**config.mk**
```make
export PLATFORM = sky130hd
export DESIGN_NAME = dmem_arbiter
export DESIGN_NICKNAME = d
export VERILOG_FILES = /design/src/rtl/dmem_arbiter.sv
export SDC_FILE = /design/constraint.sdc
export NUM_CORES = 1
export LEC_CHECK = 0
export ABC_AREA = 1
export BUFFER_PORTS_ARGS = -buffer_cell sky130_fd_sc_hd__buf_4
export CORE_AREA = 5 5 125 127
export DETAILED_ROUTE_END_ITERATION = 10
export DIE_AREA = 0 0 130 132
export PLACE_DENSITY = 0.55
export SYNTH_ARGS = -nofsm -noshare
export SYNTH_HDL_FRONTEND = slang
export SYNTH_SLANG_ARGS = --single-unit
export TNS_END_PERCENT = 1
```
**constraint.sdc**
```tcl
create_clock -name clk -period 2.4 [get_ports clk]
set_input_delay 0.72 -clock clk [delete_from_list [all_inputs] [get_ports clk]]
set_output_delay 0.72 -clock clk [all_outputs]
set_load 0.05 [all_outputs]
```
**src/rtl/dmem_arbiter.sv**
```systemverilog
// Arbitrates the single-ported data memory between the core load/store path and the loader port.
// Optional statistics counters are built only when DMEM_ARB_STATS_EN is defined.
module dmem_arbiter #(
  parameter int ADDR_W    = 32,
  parameter int DATA_W    = 32,
  parameter int MAX_BURST = 8
) (
  input  logic              clk,
  input  logic              rst,
  input  logic              c_req,
  input  logic              c_we,
  input  logic [ADDR_W-1:0] c_addr,
  input  logic [DATA_W-1:0] c_wdata,
  output logic              c_ack,
  output logic [DATA_W-1:0] c_rdata,
  input  logic              l_req,
  input  logic              l_we,
  input  logic [ADDR_W-1:0] l_addr,
  input  logic [DATA_W-1:0] l_wdata,
  input  logic              l_lock,
  output logic              l_ack,
  output logic [DATA_W-1:0] l_rdata,
  output logic [ADDR_W-1:0] mem_a,
  output logic [DATA_W-1:0] mem_wd,
  output logic              mem_we,
  input  logic [DATA_W-1:0] mem_rd,
  output logic              core_stall,
  output logic [15:0]       conflict_cnt,
  output logic [15:0]       stall_cnt
);

  // Handshake: a port's access happens in the cycle where req and ack are both high;
  // the requester holds req/addr/we/wdata until ack and may drop req beforehand to abandon.

  typedef enum logic [1:0] {IDLE, CORE, LOAD} owner_t;

  localparam logic [7:0] MAX_B = 8'(MAX_BURST);

  owner_t     owner_q, owner_d;
  owner_t     last_q, last_d;
  owner_t     prev;
  logic [7:0] bcnt_q, bcnt_d;
  logic       grant_c, grant_l;

  always_ff @(posedge clk) begin
    if (!rst) begin
      owner_q <= IDLE;
      last_q  <= LOAD;
      bcnt_q  <= '0;
    end else begin
      owner_q <= owner_d;
      last_q  <= last_d;
      bcnt_q  <= bcnt_d;
    end
  end

  always_comb begin
    grant_c = 1'b0;
    grant_l = 1'b0;
    owner_d = IDLE;
    last_d  = last_q;
    bcnt_d  = '0;
    prev    = (owner_q == IDLE) ? last_q : owner_q;
    // Reset gates every grant so nothing is acked or written during it.
    if (rst) begin
      if (c_req && !l_req) begin
        grant_c = 1'b1;
      end else if (!c_req && l_req) begin
        grant_l = 1'b1;
      end else if (c_req && l_req) begin
        if (owner_q == LOAD && l_lock && bcnt_q < MAX_B) grant_l = 1'b1;
        else if (prev == LOAD)                           grant_c = 1'b1;
        else                                             grant_l = 1'b1;
      end
    end
    if (grant_c) begin
      owner_d = CORE;
      last_d  = CORE;
    end else if (grant_l) begin
      owner_d = LOAD;
      last_d  = LOAD;
    end
    // Only a locked loader beat that beat the core extends the burst; all else restarts it.
    if (grant_l && c_req && l_lock) bcnt_d = (bcnt_q == MAX_B) ? bcnt_q : bcnt_q + 8'd1;
  end

  assign c_ack      = grant_c;
  assign l_ack      = grant_l;
  assign c_rdata    = mem_rd;
  assign l_rdata    = mem_rd;
  assign mem_a      = grant_l ? l_addr  : c_addr;
  assign mem_wd     = grant_l ? l_wdata : c_wdata;
  assign mem_we     = (grant_c & c_we) | (grant_l & l_we);
  assign core_stall = rst & c_req & ~grant_c;

`ifdef DMEM_ARB_STATS_EN
  logic [15:0] conf_q, stall_q;

  always_ff @(posedge clk) begin
    if (!rst) begin
      conf_q  <= '0;
      stall_q <= '0;
    end else begin
      if (c_req && l_req && conf_q != 16'hFFFF) conf_q  <= conf_q + 16'd1;
      if (core_stall && stall_q != 16'hFFFF)    stall_q <= stall_q + 16'd1;
    end
  end

  assign conflict_cnt = conf_q;
  assign stall_cnt    = stall_q;
`else
  assign conflict_cnt = '0;
  assign stall_cnt    = '0;
`endif

endmodule
```
== After elaboration in Yosys (flattened, before gate mapping) ==
Cells that the tools add are included.

* Input bits: 167
* Output and inout port bits: 164
* Logic and storage cells: 48
* Register bits: 12

* Equal/unequal tests: 3
* Reduce and logical (&&, ||, !) cells: 13
* $add $sub $neg: 1
* Muxes and demuxes: 19
* Bitwise gates (word level): 7
* $lt $le $gt $ge: 1

{| class="wikitable"
|+ Operators with widths
! cell !! number
|-
| $mux W32 || 2
|-
| $mux W1 || 13
|-
| $add A8 B1 Y8 const B || 1
|-
| $eq A8 B4 Y1 const B || 1
|-
| $lt A8 B4 Y1 const B || 1
|-
| $mux W2 || 4
|-
| $logic_and A1 B1 Y1 || 7
|-
| $and A1 B1 Y1 || 4
|-
| $eq A2 B2 Y1 const B || 2
|-
| $logic_not A1 Y1 || 2
|-
| $logic_not A2 Y1 || 1
|-
| $not A1 Y1 || 2
|-
| $reduce_and A2 Y1 || 1
|-
| $reduce_bool A2 Y1 || 1
|-
| $reduce_or A2 Y1 || 1
|-
| $or A1 B1 Y1 || 1
|}

== Longest topological paths before layout ==
Gate-level depths: netlist of the first run.

* Depth after elaboration: 12
* Mapped depth: 11
* Depth with buffers taken out: 9

== Worst setup path after synthesis of the first run ==
Ideal clock, no wire load.

* Kind: input port to output port
* Start: in l_lock
* End: out mem_wd[22]
* Slack: -237 ps
* Path buffers: 1
* Data required time: 1680 ps
* Arrival time: 1917 ps
* Cell stages on the path: 9
* Cells stage by stage: inv_2 > nor2_1 > nand2_1 > nand2_1 > nand3_2 > inv_2 > buf_2 > nand2_1 > nand2_1

* Word-level cells in the longest chain between the ends: 8

{| class="wikitable"
|+ RTL lines
! what !! RTL line !! RTL
|-
| start, declared || 20 || <nowiki>input logic l_lock,</nowiki>
|-
| $logic_and A1 B1 Y1 (2 in series) || 71 || <nowiki>if (owner_q == LOAD && l_lock && bcnt_q < MAX_B) grant_l = 1'b1;</nowiki>
|-
| $mux W1 || 71 ||
|-
| $mux W1 || 70 || <nowiki>end else if (c_req && l_req) begin</nowiki>
|-
| $mux W1 || 68 || <nowiki>end else if (!c_req && l_req) begin</nowiki>
|-
| $mux W1 || 66 || <nowiki>if (c_req && !l_req) begin</nowiki>
|-
| $mux W1 || 65 || <nowiki>if (rst) begin</nowiki>
|-
| via l_ack || 21 || <nowiki>output logic l_ack,</nowiki>
|-
| $mux W32 || 92 || <nowiki>assign mem_wd = grant_l ? l_wdata : c_wdata;</nowiki>
|-
| end, declared || 24 || <nowiki>output logic [DATA_W-1:0] mem_wd,</nowiki>
|}

The timed path passes the listed nets, and every way through them passes these cells.

== Worst setup path in the final report of the first run ==
* Start: in c_req
* End: out mem_wd[3]

* Word-level cells in the longest chain between the ends: 6
* Elaborated cells on any way between the ends: 9
* Classes of those cells: mux (5); reduce/logical (4)

{| class="wikitable"
|+ RTL lines
! what !! RTL line !! RTL
|-
| start, declared || 10 || <nowiki>input logic c_req,</nowiki>
|-
| $logic_and A1 B1 Y1 / $logic_not A1 Y1 (equally long branches) || 70, 68 ||
|-
| $mux W1 / $logic_and A1 B1 Y1 (equally long branches) || 70, 68 ||
|-
| $mux W1 || 68 ||
|-
| $mux W1 (*) || 66 ||
|-
| $mux W1 (*) || 65 ||
|-
| $mux W32 (*) || 92 ||
|}

Mark *: on every way between the ends. The rest lies on a longest branch, timed or not.

==> impl_metrics.env, run 1 <==
export IMPL_status="finished with violations"
export IMPL_violations="setup timing"
export IMPL_grtUsageMet3_pct=3.32
export IMPL_insertion_delay_ns=0.25
export IMPL_synth_top_family_by_area="simple AND/OR/NAND/NOR gates"
export IMPL_grt_overflow_total=0
export IMPL_hold_viol_final=0
export IMPL_num_io_pins=331
export IMPL_cts_root_buffer="clkbuf_16"
export IMPL_cts_htree_levels=1
export IMPL_synth_async_reset_ratio_pct=0
export IMPL_met2_usage_pct=18.1
export IMPL_grt_busiest_layer="met2"
export IMPL_cap_viol_max_count=0
export IMPL_fillers=1554
export IMPL_synthCells=400
export IMPL_clock_power_share_pct=19.4
export IMPL_reg2reg_from="bcnt_q[7]$_SDFFE_PN0N_"
export IMPL_synth_top_cell_area_share_pct=37.5
export IMPL_sw_frac_of_total_pct=47.7
export IMPL_rsz0062_at_grt="yes"
export IMPL_clk_pin_slew_ns=0.04
export IMPL_synth_edf_count=0
export IMPL_synthFlopType="dfxtp_1"
export IMPL_hpwl_mm=6.95
export IMPL_ys_top_cells_by_area="nand2_1, buf_4, dfxtp_1"
export IMPL_yosys_area_top_type="nand2_1"
export IMPL_pwr_share_seq_pct=11.4
export IMPL_ys_types=18
export IMPL_setup_viol=66
export IMPL_r2r_cells=9
export IMPL_grt_pass1_wl_mm=13.1
export IMPL_initial_core_util_pct=15.3
export IMPL_r2r_slack_ns=1.03
export IMPL_fin_util_pct=29.9
export IMPL_grt_pass1_vias=2594
export IMPL_vias=2763
export IMPL_die_w_um=130
export IMPL_fin_nets=724
export IMPL_yosys_area_share_xor_xnor_pct=1.20
export IMPL_cts_tree="yes"
export IMPL_hold_buffers=0
export IMPL_maxSlewViolCount=0
export IMPL_ys_seq_elements=12
export IMPL_die_h_um=132
export IMPL_cp_start_kind="input port"
export IMPL_power_density_nw_per_um2=426
export IMPL_dr_pass1_iters=4
export IMPL_drcViolationCount=0
export IMPL_min_period_ns=2.54
export IMPL_synthMuxAreaShare_pct=0
export IMPL_cts_buffer_depth=2
export IMPL_syn_avg_cell_area_um2=5.47
export IMPL_period_share_pct=106
export IMPL_critPathKind="in -> out"
export IMPL_grt_usage_pct=9.52
export IMPL_wl_mm=10.2
export IMPL_reg2reg_to="bcnt_q[3]$_SDFFE_PN0N_"
export IMPL_insertedDiodeCount=0
export IMPL_coreArea_um2=14300
export IMPL_end_kind="output port"
export IMPL_drtIter0Drc=74
export IMPL_grt_use_met1_pct=9.43
export IMPL_worstHoldPathCells=2
export IMPL_post_drt_wl_per_cell_um=13.9
export IMPL_final_area_um2=4270
export IMPL_place_area_um2=3400
export IMPL_gp_congestion=0.751
export IMPL_switchingPower_uw=868
export IMPL_grt_max_degree=29
export IMPL_yosys_area_share_adder_pct=1.14
export IMPL_path_max_fanout=8
export IMPL_critPathArrivalTime_ns=1.82
export IMPL_cp_required_ns=1.68
export IMPL_fmax_ghz=0.394
export IMPL_fin_worst_skew_ns=0.00404
export IMPL_antenna_found_initial=0
export IMPL_syn2layout_area_growth_pct=95.1
export IMPL_synth_compound_area_share_pct=1.14
export IMPL_startpoint="c_req"
export IMPL_vias_per_cell=3.74
export IMPL_leakage_uw=0.00233
export IMPL_ys_warnings_count=0
export IMPL_hp_class="reg -> reg"
export IMPL_clock_sinks=12
export IMPL_fin_ws_ns=-0.137
export IMPL_endpoint="mem_wd[3]"
export IMPL_tns_ns=-6.08
export IMPL_peakVddDrop_mv=0.203
export IMPL_num_rows=44
export IMPL_die_area_um2=17200
export IMPL_yosys_area_share_simple_pct=43.8
export IMPL_whs_ns=0.453
export IMPL_power_uw=1820
export IMPL_netlist_area_um2=2190
export IMPL_internal_power_uw=952
export IMPL_drive_gt1_share_pct=55.2
export IMPL_port_buffers=202
export IMPL_ys_seq_area_share_pct=11.0
export IMPL_power_frac_comb_pct=69.2
export IMPL_ant_nets=0
export IMPL_cts_inserted_buffers=3
==> layout by cell type (no fill, tap or decap) <==
master       n
inv_1       17
nand4_1      3
clkinv_8     1
xor2_1       3
nand2_1    152
ha_1         2
inv_2        2
nor2_1       9
clkbuf_8     1
buf_4      145
nand3_1      6
buf_16       3
a21oi_2      1
o21ai_0      3
a21oi_1      1
nand2_4     11
nand2_2     56
nand3_4      1
clkbuf_16    8
conb_1      32
dfxtp_1     12
nor3_1       8
buf_8        8
buf_6       62
nor2_2       1
buf_12       6
==> final cells by class <==
class	count	area, µm²	share of cell area (%)
Tap cell	184	230	5.39
Timing Repair Buffer	229	2230	52.3
Sequential cell	12	240	5.62
Inverter	20	87.6	2.05
Multi-Input combinational cell	289	1390	32.6
Clock buffer	4	88.8	2.08
==> power groups by stage <==
stage / Combinational (µW) / Clock (µW) / Sequential [µW]
2_1_floorplan: 979 / 0 / 211
3_3_place_gp: 1030 / 0 / 211
3_5_place_dp: 1030 / 0 / 212
4_1_cts: 1170 / 356 / 208
5_1_grt: 1320 / 368 / 208
6_report: 1260 / 352 / 208
==> flip-flops by register name (all words and copies together) (netlist names) <==
register  count
owner_q       2
last_q        2
bcnt_q        8
==> layer usage <==
layer  up-vias  share of wire (%)
met5         -                  0
met4         0                2.5
met3        20                 11
met2       157                 53
met1      1211                 33
li1       1375                  -
==> synthesized netlist by cell type (3+ instances only) <==
master   instances
dfxtp_1         12
xor2_1           3
nand4_1          3
o21ai_0          3
inv_1           17
nand3_1          6
buf_4          102
nand2_1        219
buf_6            5
nor2_1          10
inv_2            3
nor3_1           8
==> through the flow <==
step	std cells	setup WS, ns
6_report	738	-0.137
5_1_grt	738	-0.230
4_1_cts	734	-0.190
3_5_place_dp	722	-0.282
3_3_place_gp	722	-0.275
2_1_floorplan	431	-0.139
==> critical path, cell delays in order <==
cell and delay (ns):
buf_4 0.09, nand2_2 0.05, a21oi_2 0.10, nand2_2 0.09
nand3_4 0.13, buf_12 0.18, clkbuf_16 0.18, nand2_2 0.05
nand2_2 0.06, buf_6 0.15
==> worst min path at each step <==
stage,endpoint,startpoint
floorplan,last_q[0]$_SDFFE_PN0P_,last_q[0]$_SDFFE_PN0P_
global placement,last_q[0]$_SDFFE_PN0P_,last_q[0]$_SDFFE_PN0P_
detailed placement,last_q[0]$_SDFFE_PN0P_,last_q[0]$_SDFFE_PN0P_
CTS,last_q[0]$_SDFFE_PN0P_,last_q[0]$_SDFFE_PN0P_
global route,last_q[0]$_SDFFE_PN0P_,last_q[0]$_SDFFE_PN0P_
finish,last_q[0]$_SDFFE_PN0P_,last_q[0]$_SDFFE_PN0P_
==> repair_timing <==
action,in CTS,in global routing
endpoints found under the hold margin,0,0
pin swaps,3,22
endpoints found under the setup margin,66,68
cloned,4,6
resized for setup,75,87
setup buffers,4,0
==> cells by family after synthesis <==
kind of cell    Yosys count
fa+ha+maj                 2
simple gates            247
compound gates            5
xor+xnor                  3
buf+inv                 130
other cells               1
flops                    12
(Power assumes the default switching activity.)
==> run 2, diff against run 1 <==
--- a/config.mk
+++ b/config.mk
@@ -7,10 +7,11 @@
 export LEC_CHECK = 0
 export ABC_AREA = 1
 export BUFFER_PORTS_ARGS = -buffer_cell sky130_fd_sc_hd__buf_4
-export CORE_AREA = 5 5 125 127
+export CORE_AREA = 5 5 124 126
 export DETAILED_ROUTE_END_ITERATION = 10
-export DIE_AREA = 0 0 130 132
-export PLACE_DENSITY = 0.55
+export DIE_AREA = 0 0 129 131
+export GPL_TIMING_DRIVEN = 0
+export PLACE_DENSITY = 0.57
 export SYNTH_ARGS = -nofsm -noshare
 export SYNTH_HDL_FRONTEND = slang
 export SYNTH_SLANG_ARGS = --single-unit
==> constraint.sdc (replaced) <==
create_clock -name clk -period 2.2 [get_ports clk]
set_input_delay 0.66 -clock clk [delete_from_list [all_inputs] [get_ports clk]]
set_output_delay 0.66 -clock clk [all_outputs]
set_load 0.05 [all_outputs]
==> impl_metrics.env, run 2 (same netlist as run 1, synthesis figures left out) <==
export IMPL_clk_pin_slew_ns=0.05
export IMPL_leakage_uw=0.00318
export IMPL_die_h_um=131
export IMPL_syn2layout_area_growth_pct=162
export IMPL_startpoint="c_req"
export IMPL_fmax_ghz=0.410
export IMPL_power_density_nw_per_um2=442
export IMPL_crit_family="buffers and inverters"
export IMPL_reg2reg_to="bcnt_q[5]$_SDFFE_PN0N_"
export IMPL_fillers=1499
export IMPL_wl_mm=12.1
export IMPL_coreArea_um2=14200
export IMPL_clock_power_share_pct=14.8
export IMPL_status="finished with violations"
export IMPL_cts_inserted_buffers=3
export IMPL_hold_viol_final=0
export IMPL_hpwl_mm=9.99
export IMPL_antenna_found_initial=0
export IMPL_grt_pass1_wl_mm=16.3
export IMPL_slowest_stage="clkbuf_16"
export IMPL_drive_gt1_share_pct=68.9
export IMPL_worst_path_buf_inv=5
export IMPL_dr_pass1_iters=6
export IMPL_end_kind="output port"
export IMPL_period_share_pct=111
export IMPL_dp_worst_setup_slack_ns=-0.615
export IMPL_critPathKind="in -> out"
export IMPL_peakVddDrop_mv=0.206
export IMPL_dp_cells=881
export IMPL_path_cells="buf_6 -> nand2_2 -> a21oi_2 -> nand2_4 -> nand3_4 -> inv_8 -> clkbuf_16 -> clkbuf_16 -> nand2_1 -> nand2_2 -> buf_8"
export IMPL_maxSlewViolCount=0
export IMPL_final_cells=901
export IMPL_rsz0062_at_grt="yes"
export IMPL_vias_per_cell=3.65
export IMPL_path_max_fanout=5
export IMPL_grt_overflow_total=0
export IMPL_cp_start_kind="input port"
export IMPL_grt_usage_pct=12.1
export IMPL_fin_worst_skew_ns=0.000895
export IMPL_setup_viol=67
export IMPL_fin_nets=887
export IMPL_grt_max_degree=11
export IMPL_largest_register_ffs=8
export IMPL_die_area_um2=16900
export IMPL_gp_congestion=0.767
export IMPL_clock_sinks=12
export IMPL_port_buffers=266
export IMPL_die_w_um=129
export IMPL_internal_power_uw=1300
export IMPL_endpoint="mem_a[30]"
export IMPL_power_frac_comb_pct=76.3
export IMPL_critical_path_max_stage_delay_ns=0.16
export IMPL_post_drt_wl_per_cell_um=13.4
export IMPL_insertion_delay_ns=0.24
export IMPL_layout_commonest_cell="buf_4"
export IMPL_top_register="bcnt_q"
export IMPL_insertedDiodeCount=0
export IMPL_violations="setup timing"
export IMPL_r2r_slack_ns=0.87
export IMPL_cts_root_buffer="clkbuf_16"
export IMPL_critPathArrivalTime_ns=1.78
export IMPL_worst_path_stages=11
export IMPL_final_cell_mix="buf_4, nand2_1, nand2_2, buf_8, conb_1"
export IMPL_switchingPower_uw=1230
export IMPL_largestRegisters="bcnt_q: 8 flops, last_q: 2 flops, owner_q: 2 flops"
export IMPL_drtIter0Drc=57
export IMPL_hp_start="last_q[0]$_SDFFE_PN0P_"
export IMPL_sw_frac_of_total_pct=48.6
export IMPL_r2r_cells=9
export IMPL_hp_class="reg -> reg"
export IMPL_grt_pass1_vias=3216
export IMPL_cap_viol_max_count=0
export IMPL_drcViolationCount=0
export IMPL_initial_core_util_pct=15.4
export IMPL_cts_tree="yes"
export IMPL_num_io_pins=331
export IMPL_cts_htree_levels=1
export IMPL_power_uw=2530
export IMPL_cts_buffer_depth=2
export IMPL_vias=3289
export IMPL_reg2reg_from="bcnt_q[4]$_SDFFE_PN0N_"
export IMPL_min_period_ns=2.44
export IMPL_num_rows=44
export IMPL_pwr_share_seq_pct=8.9
export IMPL_ant_nets=0
export IMPL_fin_ws_ns=-0.242
export IMPL_cp_required_ns=1.54
run 2: worst min path at each step:
stage,slack (ns),cells after the start,to
after global placement,0.44,2,last_q[0]$_SDFFE_PN0P_
final,0.45,2,last_q[0]$_SDFFE_PN0P_
after CTS,0.46,2,last_q[0]$_SDFFE_PN0P_
after global routing,0.49,2,last_q[0]$_SDFFE_PN0P_
after floorplan,0.43,2,last_q[0]$_SDFFE_PN0P_
after detailed placement,0.45,2,last_q[0]$_SDFFE_PN0P_
run 2: worst reg2reg max path, delay by kind of cell, from the launching register on:
family | cells | cell delay (ns)
DFF | 1 | 0.34
and+or+nand+nor | 6 | 0.54
buffers and inverters | 3 | 0.37
run 2: timing repair:
| item | CTS | global route |
|---|---|---|
| endpoints found under the setup margin | 68 | 68 |
| setup buffers | 8 | 3 |
| resized for setup | 163 | 43 |
| endpoints found under the hold margin | 0 | 0 |
| hold buffers | 0 | 0 |
| gates cloned | 2 | 4 |
| pin swaps | 6 | 8 |
run 2: layout make-up:
| type | instances | area [µm²] | share of cell area (%) |
|---|---|---|---|
| timing repair buffer | 282 | 2710 | 47.2 |
| multi-input combinational | 289 | 1440 | 25.1 |
| buffer | 110 | 931 | 16.2 |
| sequential | 12 | 248 | 4.32 |
| tap | 184 | 230 | 4.01 |
| inverter | 20 | 90.1 | 1.57 |
| clock buffer | 4 | 88.8 | 1.55 |
run 2: power groups by stage:
stage	registers [µW]	clock network, µW	logic, µW
2_1_floorplan	230	0	1120
3_3_place_gp	231	0	1640
3_5_place_dp	231	0	1640
4_1_cts	227	379	1890
5_1_grt	226	393	2030
6_report	226	375	1930
run 2: layer usage:
layer  track usage, %  routed length, µm  share of wire, %
met5                0                  0                 0
met4             1.30                 42              0.35
met3             4.19               1310                11
met2             22.6               6480                54
met1             13.6               4240                35
run 2: per-stage QoR:
step           instance area (µm²)  utilization [%]  hold slack [ns]  TNS [ns]
2_1_floorplan                 2510                -            0.431     -4.75
3_3_place_gp                  4730             33.3            0.444    -31.90
3_5_place_dp                  4730             33.3            0.451    -32.87
4_1_cts                       5530             38.9            0.458    -14.79
5_1_grt                       5740             40.4            0.490    -18.42
6_report                      5740             40.4            0.453    -13.25
==> run 3, diff against run 2 <==
--- a/config.mk
+++ b/config.mk
@@ -8,6 +8,7 @@
 export ABC_AREA = 1
 export BUFFER_PORTS_ARGS = -buffer_cell sky130_fd_sc_hd__buf_4
 export CORE_AREA = 5 5 124 126
+export CTS_CLUSTER_SIZE = 20
 export DETAILED_ROUTE_END_ITERATION = 10
 export DIE_AREA = 0 0 129 131
 export GPL_TIMING_DRIVEN = 0
@@ -15,4 +16,3 @@
 export SYNTH_ARGS = -nofsm -noshare
 export SYNTH_HDL_FRONTEND = slang
 export SYNTH_SLANG_ARGS = --single-unit
-export TNS_END_PERCENT = 1
==> constraint.sdc (replaced) <==
create_clock -name clk -period 2.2 [get_ports clk]
set_input_delay 0.22 -clock clk [delete_from_list [all_inputs] [get_ports clk]]
set_output_delay 0.22 -clock clk [all_outputs]
set_load 0.05 [all_outputs]
==> impl_metrics.env, run 3 (same netlist as run 1, synthesis figures left out) <==
export IMPL_period_share_pct=92.2
export IMPL_cp_start_kind="register"
export IMPL_die_h_um=131
export IMPL_hp_class="in -> reg"
export IMPL_insertedDiodeCount=0
export IMPL_leakage_uw=0.00285
export IMPL_rsz0062_at_grt="no"
export IMPL_largest_register_ffs=8
export IMPL_insertion_delay_ns=0.24
export IMPL_top_register="bcnt_q"
export IMPL_gp_congestion=0.748
export IMPL_drtIter0Drc=54
export IMPL_die_w_um=129
export IMPL_fin_worst_skew_ns=0.00154
export IMPL_grt_overflow_total=0
export IMPL_layout_commonest_cell="buf_4"
export IMPL_grt_usage_pct=10.7
export IMPL_worst_path_stages=12
export IMPL_crit_top_cell="nand2_1"
export IMPL_grt_pass1_vias=3032
export IMPL_hpwl_mm=9.61
export IMPL_peakVddDrop_mv=0.185
export IMPL_cts_htree_levels=1
export IMPL_cap_viol_max_count=0
export IMPL_tns_ns=0
export IMPL_ant_nets=0
export IMPL_min_period_ns=2.03
export IMPL_path_max_fanout=10
export IMPL_die_area_um2=16900
export IMPL_cp_required_ns=1.98
export IMPL_cts_tree="yes"
export IMPL_vias=3116
export IMPL_syn2layout_area_growth_pct=112
export IMPL_fin_nets=871
export IMPL_hold_viol_final=0
export IMPL_dp_worst_setup_slack_ns=0.257
export IMPL_critPathKind="reg -> out"
export IMPL_coreArea_um2=14200
export IMPL_end_kind="output port"
export IMPL_grt_pass1_wl_mm=14.6
export IMPL_drcViolationCount=0
export IMPL_dr_pass1_iters=4
export IMPL_clk_pin_slew_ns=0.04
export IMPL_cts_inserted_buffers=3
export IMPL_initial_core_util_pct=15.4
export IMPL_crit_family="buffers and inverters"
export IMPL_cts_buffer_depth=2
export IMPL_largestRegisters="bcnt_q: 8 flops, last_q: 2 flops, owner_q: 2 flops"
export IMPL_fillers=1612
export IMPL_num_rows=44
export IMPL_final_area_um2=4650
export IMPL_place_area_um2=4530
export IMPL_setup_viol=0
export IMPL_cts_setup_buffers=0
export IMPL_fmax_ghz=0.493
export IMPL_power_density_nw_per_um2=459
export IMPL_drive_gt1_share_pct=55.1
export IMPL_post_drt_wl_per_cell_um=12.1
export IMPL_r2r_cells=7
export IMPL_fin_ws_ns=0.171
export IMPL_worst_path_buf_inv=5
export IMPL_fin_util_pct=32.7
export IMPL_final_cell_mix="buf_4, nand2_1, conb_1, inv_1, dfxtp_1"
export IMPL_port_buffers=266
export IMPL_path_cells="inv_1 -> nand2_1 -> nor2_1 -> nand2_1 -> nand2_2 -> nand3_4 -> inv_2 -> buf_8 -> buf_8 -> nand2_1 -> nand2_1 -> buf_6"
export IMPL_critical_path_max_stage_delay_ns=0.34
export IMPL_num_io_pins=331
export IMPL_status="completed"
export IMPL_antenna_found_initial=0
export IMPL_wl_mm=10.7
export IMPL_slowest_stage="dfxtp_1"
export IMPL_maxSlewViolCount=0
export IMPL_clock_sinks=12
export IMPL_grt_max_degree=11
export IMPL_vias_per_cell=3.52
export IMPL_worstHoldPathCells=2
export IMPL_cts_root_buffer="clkbuf_16"
export IMPL_critPathArrivalTime_ns=1.81
-- run 3: area by class of cell --
cell class                 count  area [µm²]  share of cell area [%]
timing repair buffer         266        2000                    43.1
multi-input combinational    289        1170                    25.1
buffer                       110         852                    18.3
sequential                    12         241                    5.20
tap                          184         230                    4.96
clock buffer                   3        75.1                    1.62
inverter                      20        75.1                    1.62
-- run 3: power breakdown --
part,switching [µW],leakage (µW),internal (µW)
logic,1020,0.00271,562
clock network,88.8,0.0000370,236
registers,2.58,0.0000983,225
total,1110,0.00285,1020
-- run 3: worst paths after layout --
path | end | startpoint | slack [ns]
max | mem_a[30] | bcnt_q[5]$_SDFFE_PN0N_ | 0.17
min | last_q[1]$_SDFFE_PN1P_ | rst | 0.23
max reg2reg | bcnt_q[2]$_SDFFE_PN0N_ | bcnt_q[5]$_SDFFE_PN0N_ | 0.80
min reg2reg | last_q[0]$_SDFFE_PN0P_ | last_q[0]$_SDFFE_PN0P_ | 0.45
-- run 3: layer usage --
metal	up-vias	GRT usage [%]	wire, µm
met1	1267	13.2	4080
met4	0	1.67	62
met3	5	3.01	1160
met2	172	19.0	5400
met5	-	0	0
li1	1672	-	-
-- run 3: worst reg2reg max path, stage by stage, from the launching register on --
cell and delay (ns):
dfxtp_1 0.34, inv_1 0.08, nand2_1 0.05, nor2_1 0.10
nand2_1 0.07, nand2_2 0.09, nand4_1 0.34, nor3_1 0.24
-- run 3: per-stage QoR --
stage | total power, µW | cells | hold slack [ns]
finish | 2130 | 884 | 0.227
global placement | 1810 | 881 | 0.448
detailed placement | 1810 | 881 | 0.450
floorplan | 1290 | 431 | 0.304
CTS | 2140 | 884 | 0.229
global route | 2230 | 884 | 0.258
-- run 3: what timing repair did --
item	CTS	global route
hold buffers	0	0
endpoints found under the setup margin	2	61
resized for setup	2	10
